===== src/rtl/tia_biphase_monitor_if.sv =====
// Biphase clock bus lines as seen by the monitor, plus the monitor's status outputs.
// The master side is the generator/bench; the slave side is the monitor.
interface tia_biphase_monitor_if #(
   parameter int ERR_W = 8
);
   logic             phi1;
   logic             phi2;
   logic             bqb;
   logic             clr;
   logic             locked;
   logic [1:0]       phase;
   logic             period_strobe;
   logic             err_seq;
   logic             err_overlap;
   logic [ERR_W-1:0] err_count;

   modport master (
      output phi1, phi2, bqb, clr,
      input  locked, phase, period_strobe, err_seq, err_overlap, err_count
   );

   modport slave (
      input  phi1, phi2, bqb, clr,
      output locked, phase, period_strobe, err_seq, err_overlap, err_count
   );
endinterface


===== src/rtl/tia_biphase_monitor.sv =====
// Passive checker of the TIA biphase P1/G1/P2/G2 sequence with lock, phase and fault reporting.
// One clk latency from sampled lines to registered outputs; drives nothing back, so no backpressure.
module tia_biphase_monitor #(
   parameter int LOCK_COUNT = 4,
   parameter int ERR_W      = 8
) (
   input logic                  clk,
   input logic                  r_n,
   tia_biphase_monitor_if.slave mon
);
   typedef enum logic [2:0] {HUNT, SEEN_P1, SEEN_G1, SEEN_P2, SEEN_G2} state_t;

   // Triples are {phi1, phi2, bqb}
   localparam logic [2:0]       TRIP_P1  = 3'b101;
   localparam logic [2:0]       TRIP_G1  = 3'b001;
   localparam logic [2:0]       TRIP_P2  = 3'b010;
   localparam logic [2:0]       TRIP_G2  = 3'b000;
   localparam logic [3:0]       GOOD_MAX = LOCK_COUNT;
   localparam logic [3:0]       GOOD_ONE = 1;
   localparam logic [ERR_W-1:0] CNT_MAX  = '1;
   localparam logic [ERR_W-1:0] CNT_ONE  = 1;

   state_t     state;
   state_t     state_match;
   logic [3:0] good_cnt;
   logic [2:0] samp;
   logic [2:0] trip_exp;
   logic [1:0] phase_match;
   logic       match;
   logic       overlap;
   logic       err_event;

   assign samp    = {mon.phi1, mon.phi2, mon.bqb};
   assign overlap = mon.phi1 & mon.phi2;

   // HUNT waits for P1 exactly like SEEN_G2 does; only the mismatch handling differs.
   always_comb begin
      trip_exp    = TRIP_P1;
      state_match = SEEN_P1;
      phase_match = 2'd0;
      case (state)
         SEEN_P1: begin
            trip_exp    = TRIP_G1;
            state_match = SEEN_G1;
            phase_match = 2'd1;
         end
         SEEN_G1: begin
            trip_exp    = TRIP_P2;
            state_match = SEEN_P2;
            phase_match = 2'd2;
         end
         SEEN_P2: begin
            trip_exp    = TRIP_G2;
            state_match = SEEN_G2;
            phase_match = 2'd3;
         end
         default: begin
            trip_exp    = TRIP_P1;
            state_match = SEEN_P1;
            phase_match = 2'd0;
         end
      endcase
   end

   assign match     = (samp == trip_exp);
   // An overlap can never match a tracked slot, so overlap+mismatch is still one event.
   assign err_event = overlap | ((state != HUNT) & ~match);

   always_ff @(posedge clk or negedge r_n) begin
      if (!r_n) begin
         state             <= HUNT;
         good_cnt          <= '0;
         mon.locked        <= 1'b0;
         mon.phase         <= 2'd0;
         mon.period_strobe <= 1'b0;
         mon.err_seq       <= 1'b0;
         mon.err_overlap   <= 1'b0;
         mon.err_count     <= '0;
      end else begin
         mon.period_strobe <= 1'b0;
         mon.err_seq       <= 1'b0;
         mon.err_overlap   <= overlap;

         if (match) begin
            state     <= state_match;
            mon.phase <= phase_match;
            if (state == SEEN_G2) begin
               mon.period_strobe <= 1'b1;
               if (good_cnt != GOOD_MAX) begin
                  good_cnt <= good_cnt + GOOD_ONE;
               end
               if (good_cnt >= GOOD_MAX - GOOD_ONE) begin
                  mon.locked <= 1'b1;
               end
            end
         end else if (state != HUNT) begin
            mon.err_seq <= 1'b1;
            state       <= HUNT;
            good_cnt    <= '0;
            mon.locked  <= 1'b0;
            mon.phase   <= 2'd0;
         end

         if (mon.clr) begin
            mon.err_count <= '0;
         end else if (err_event && (mon.err_count != CNT_MAX)) begin
            mon.err_count <= mon.err_count + CNT_ONE;
         end
      end
   end
endmodule


===== src/flat_wrapper.sv =====
// flat-port wrapper written by rule: the top's interface ports become plain ports
module tia_biphase_monitor_flat 
#(
   parameter int LOCK_COUNT = 4,
   parameter int ERR_W      = 8
)
  (clk, r_n, mon_phi1, mon_phi2, mon_bqb, mon_clr, mon_locked, mon_phase, mon_period_strobe, mon_err_seq, mon_err_overlap, mon_err_count);
  tia_biphase_monitor_if #(.ERR_W(ERR_W)) mon_i ();
  input logic clk;
  input logic r_n;
  input wire logic [$bits(mon_i.phi1)-1:0] mon_phi1;
  input wire logic [$bits(mon_i.phi2)-1:0] mon_phi2;
  input wire logic [$bits(mon_i.bqb)-1:0] mon_bqb;
  input wire logic [$bits(mon_i.clr)-1:0] mon_clr;
  output wire logic [$bits(mon_i.locked)-1:0] mon_locked;
  output wire logic [$bits(mon_i.phase)-1:0] mon_phase;
  output wire logic [$bits(mon_i.period_strobe)-1:0] mon_period_strobe;
  output wire logic [$bits(mon_i.err_seq)-1:0] mon_err_seq;
  output wire logic [$bits(mon_i.err_overlap)-1:0] mon_err_overlap;
  output wire logic [$bits(mon_i.err_count)-1:0] mon_err_count;
  assign mon_i.phi1 = mon_phi1;
  assign mon_i.phi2 = mon_phi2;
  assign mon_i.bqb = mon_bqb;
  assign mon_i.clr = mon_clr;
  assign mon_locked = mon_i.locked;
  assign mon_phase = mon_i.phase;
  assign mon_period_strobe = mon_i.period_strobe;
  assign mon_err_seq = mon_i.err_seq;
  assign mon_err_overlap = mon_i.err_overlap;
  assign mon_err_count = mon_i.err_count;
  tia_biphase_monitor #(.LOCK_COUNT(LOCK_COUNT), .ERR_W(ERR_W)) u_core (.clk(clk), .r_n(r_n), .mon(mon_i));
endmodule

===== config.mk =====
export PLATFORM = sky130hd
export DESIGN_NAME = tia_biphase_monitor_flat
export DESIGN_NICKNAME = d
export VERILOG_FILES = /design/src/rtl/tia_biphase_monitor_if.sv /design/src/rtl/tia_biphase_monitor.sv /design/src/flat_wrapper.sv
export SDC_FILE = /design/constraint.sdc
export NUM_CORES = 1
export LEC_CHECK = 0
export ABC_AREA = 1
export CAP_MARGIN = 5
export CORE_ASPECT_RATIO = 0.75
export CORE_UTILIZATION = 45
export CTS_BUF_LIST = sky130_fd_sc_hd__clkbuf_8
export DETAILED_ROUTE_END_ITERATION = 8
export PLACE_DENSITY = 0.79
export RECOVER_POWER = 50
export SLEW_MARGIN = 20
export SYNTH_ARGS = -nofsm -noshare
export SYNTH_HDL_FRONTEND = slang
export SYNTH_SLANG_ARGS = --single-unit

===== constraint.sdc =====
create_clock -name clk -period 1.4 [get_ports clk]
set_input_delay 0.21 -clock clk [delete_from_list [all_inputs] [get_ports clk]]
set_output_delay 0.21 -clock clk [all_outputs]
set_load 0.01 [all_outputs]

==> results.sh <==
export IMPL_rows=15
export IMPL_synth_ff_latch_count=21
export IMPL_postLayoutSetupSlackWorst_ns=-0.0662
export IMPL_grt_pass1_wl_um=4330
export IMPL_crit_chain="inv_2 > nand2_1 > nand3b_2 > inv_2 > nor2_4 > nand2_4 > nand2_8 > nand2_8 > nand2_8 > nand3_2 > nand2_1"
export IMPL_die_h_um=47.0
export IMPL_avgSynthCellArea_um2=8.95
export IMPL_routabilityCongestion=0.799
export IMPL_critPathMaxFanout=9
export IMPL_hold_class="input pin to async pin"
export IMPL_via_per_inst=5.07
export IMPL_area_growth_synth_to_final_pct=38.7
export IMPL_drv_cap=0
export IMPL_grtUsageMet3_pct=5.51
export IMPL_busiest_layer="met2"
export IMPL_num_vias=1080
export IMPL_syn_area_um2=1220
export IMPL_grt_max_degree=22
export IMPL_die_w_um=62.1
export IMPL_fin_area_um2=1690
export IMPL_ir_worst_vdd_v=0.000586
export IMPL_violations="setup timing"
export IMPL_slowest_stage="dfrtp_1"
export IMPL_antenna_found_initial=0
export IMPL_grt_pass1_vias=984
export IMPL_dr_pass1_iters=4
export IMPL_synth_top_area_share_pct=43.2
export IMPL_synth_async_reset_ratio_pct=100
export IMPL_synth_common_cells="nand2_1 (27), dfrtp_1 (21), inv_1 (14), nand3_1 (13)"
export IMPL_use_met1_pct=26.6
export IMPL_cts_sinks=21
export IMPL_postRouteAntennaNets=0
export IMPL_period_needed_ns=1.47
export IMPL_antennaDiodeCount=0
export IMPL_critPathCaptureType="register"
export IMPL_drive_above_1_share_pct=31.8
export IMPL_status="finished with violations"
export IMPL_cts_buffer_depth=2
export IMPL_rsz0062_at_grt="yes"
export IMPL_clk_pin_slew_ns=0.07
export IMPL_ys_top_cells_by_area="dfrtp_1 (43%), nand2_1 (8.3%), nand3_2 (8.2%), nand3_1 (5.3%), nand2_8 (4.9%)"
export IMPL_cp_num_buf_inv=2
export IMPL_slew_viol_final=0
export IMPL_wl_per_cell_um=12.7
export IMPL_pin_count=20
export IMPL_ys_seq_area_share_pct=43.2
export IMPL_drcViolationCount=0
export IMPL_cts_root_buf="clkbuf_8"
export IMPL_fin_crit_sh_pct=105
export IMPL_cts_buffers=3
export IMPL_dp_hpwl_um=1890
export IMPL_syn_nets=145
export IMPL_slew_headroom_pct=59.0
export IMPL_synth_flop_cell="dfrtp_1"
export IMPL_startpoint_type="register"
export IMPL_max_freq_ghz=0.682
export IMPL_cts_tree="built"
export IMPL_leakagePower_nw=0.932
export IMPL_critPathRequiredTime_ns=1.59
export IMPL_critPathArrivalTime_ns=1.65
export IMPL_crit_path_frequent_cell="nand2_8"
export IMPL_yosysTopAreaCell="dfrtp_1"
export IMPL_yosys_warnings=0
export IMPL_crit_type="register to register"
export IMPL_cts_hold_buf=0
export IMPL_synth_edf_count=0
export IMPL_grt_overflow_total=0
export IMPL_hold_viol=0
export IMPL_track_usage_pct=20.9
export IMPL_die_area_um2=2920
export IMPL_fin_worst_skew_ns=0.00363
export IMPL_worstMarginPinSlew_ns=0.615
export IMPL_power_density_nw_per_um2=741
export IMPL_final_setup_tns_ns=-0.503
export IMPL_report_final_setup_viol=15
export IMPL_slowest_delay_ns=0.39
export IMPL_htreeDepth=1
export IMPL_syn_inst=136
export IMPL_start_util_pct=50.3
export IMPL_io_buffer_count=19
export IMPL_placed_area_um2=1560
export IMPL_synth_most_common_cell="nand2_1"
export IMPL_core_area_um2=2420
export IMPL_insertion_delay_ns=0.25
export IMPL_synthDistinctLibCells=25
export IMPL_drt_total_wl_um=2710
export IMPL_drt_iter0_drc=55
export IMPL_num_nets_final=189
export IMPL_met2_usage_pct=34.9
export IMPL_cp_top_family="simple AND/OR/NAND/NOR gates"
## area by class of cell
type | instances | area (um^2)
Clock buffer | 3 | 41.3
Clock inverter | 1 | 3.75
Fill cell | 177 | 732
Inverter | 18 | 67.6
Multi-Input combinational cell | 96 | 652
Sequential cell | 21 | 531
Tap cell | 34 | 42.5
Timing Repair Buffer | 40 | 352
## flip-flops by register name, indices dropped and copies added (netlist names)
signal,flops
u_core.mon.err_overlap,1
u_core.mon.phase,2
u_core.good_cnt,4
u_core.mon.locked,1
u_core.mon.period_strobe,1
u_core.mon.err_count,8
u_core.state,3
u_core.mon.err_seq,1
## routing by layer
metal	vias to the layer above	share of wire, %
met1	516	48
met3	2	3.8
li1	539	-
met2	23	48
met5	-	0
met4	0	0.33
## report_power, final
group | internal, W | switching (W) | total (W)
combinational | 0.000105 | 0.000132 | 0.000237
clock | 0.000195 | 0.000182 | 0.000377
sequential | 0.000627 | 0.0000125 | 0.000639
## placed cells by master (no fill, tap or decap)
| master | synthesis | routed |
|---|---|---|
| nand2_4 | 1 | 1 |
| xor2_1 | 5 | 5 |
| nor3_1 | 1 | 1 |
| a21oi_1 | 2 | 2 |
| nor2_4 | 0 | 1 |
| o31ai_1 | 1 | 1 |
| nand3b_2 | 1 | 1 |
| xnor2_1 | 1 | 1 |
| clkbuf_2 | 0 | 1 |
| nand3_4 | 0 | 2 |
| buf_4 | 1 | 20 |
| inv_2 | 4 | 4 |
| nor3_2 | 1 | 1 |
| dlymetal6s2s_1 | 0 | 4 |
| a221oi_1 | 1 | 1 |
| nor2_1 | 10 | 9 |
| dlygate4sd2_1 | 0 | 3 |
| o21ai_0 | 1 | 1 |
| ha_1 | 3 | 3 |
| clkdlybuf4s50_1 | 0 | 11 |
| nand2_2 | 2 | 5 |
| nor2_2 | 2 | 2 |
| nand2_8 | 3 | 3 |
| dfrtp_2 | 0 | 4 |
| dfrtp_1 | 21 | 17 |
| nand4_1 | 9 | 9 |
| inv_1 | 14 | 15 |
| dlygate4sd3_1 | 0 | 1 |
| nand2_1 | 27 | 24 |
| o21ai_1 | 1 | 1 |
| nand3_1 | 13 | 12 |
| nand3_2 | 10 | 9 |
| clkbuf_8 | 0 | 3 |
| nand3b_1 | 1 | 1 |
## cells by family after synthesis
logic type / count (synthesis) / synth area share, %
fa+ha+maj: 3 / 3.08
flops: 21 / 43.2
xor+xnor: 6 / 4.32
compound gates: 6 / 2.98
buf+inv: 19 / 6.17
simple gates: 81 / 40.3
## worst paths after layout
path	depth (start not counted)	startpoint	slack, ns	to
min in group clk	2	u_core.mon.locked	0.49	u_core.mon.locked
max in group asynchronous	2	r_n	0.56	u_core.mon.err_count[0]
worst min-delay path	2	r_n	0.45	u_core.good_cnt[2]
worst max register to register	11	u_core.state[2]	-0.07	u_core.mon.err_count[2]
worst max-delay path	11	u_core.state[2]	-0.07	u_core.mon.err_count[2]
worst min register to register	2	u_core.mon.locked	0.49	u_core.mon.locked
## repair_timing
action,CTS,global route
endpoints found under the setup margin,20,22
gates resized for setup,10,6
pin swaps,1,2
setup buffers,7,0
## stage by stage
step,std cells,total power (W),hold slack [ns],util (%),worst slack [ns]
after floorplan,136,0.000769,-0.0856,-,0.00192
after global placement,202,0.000873,0.464,64.4,-0.213
after detailed placement,202,0.000879,0.470,64.4,-0.265
after CTS,213,0.00127,0.298,69.3,-0.0710
after global routing,213,0.00132,0.514,69.8,-0.150
final,213,0.00125,0.454,69.8,-0.0662
Power figures use the tool's default switching activity.
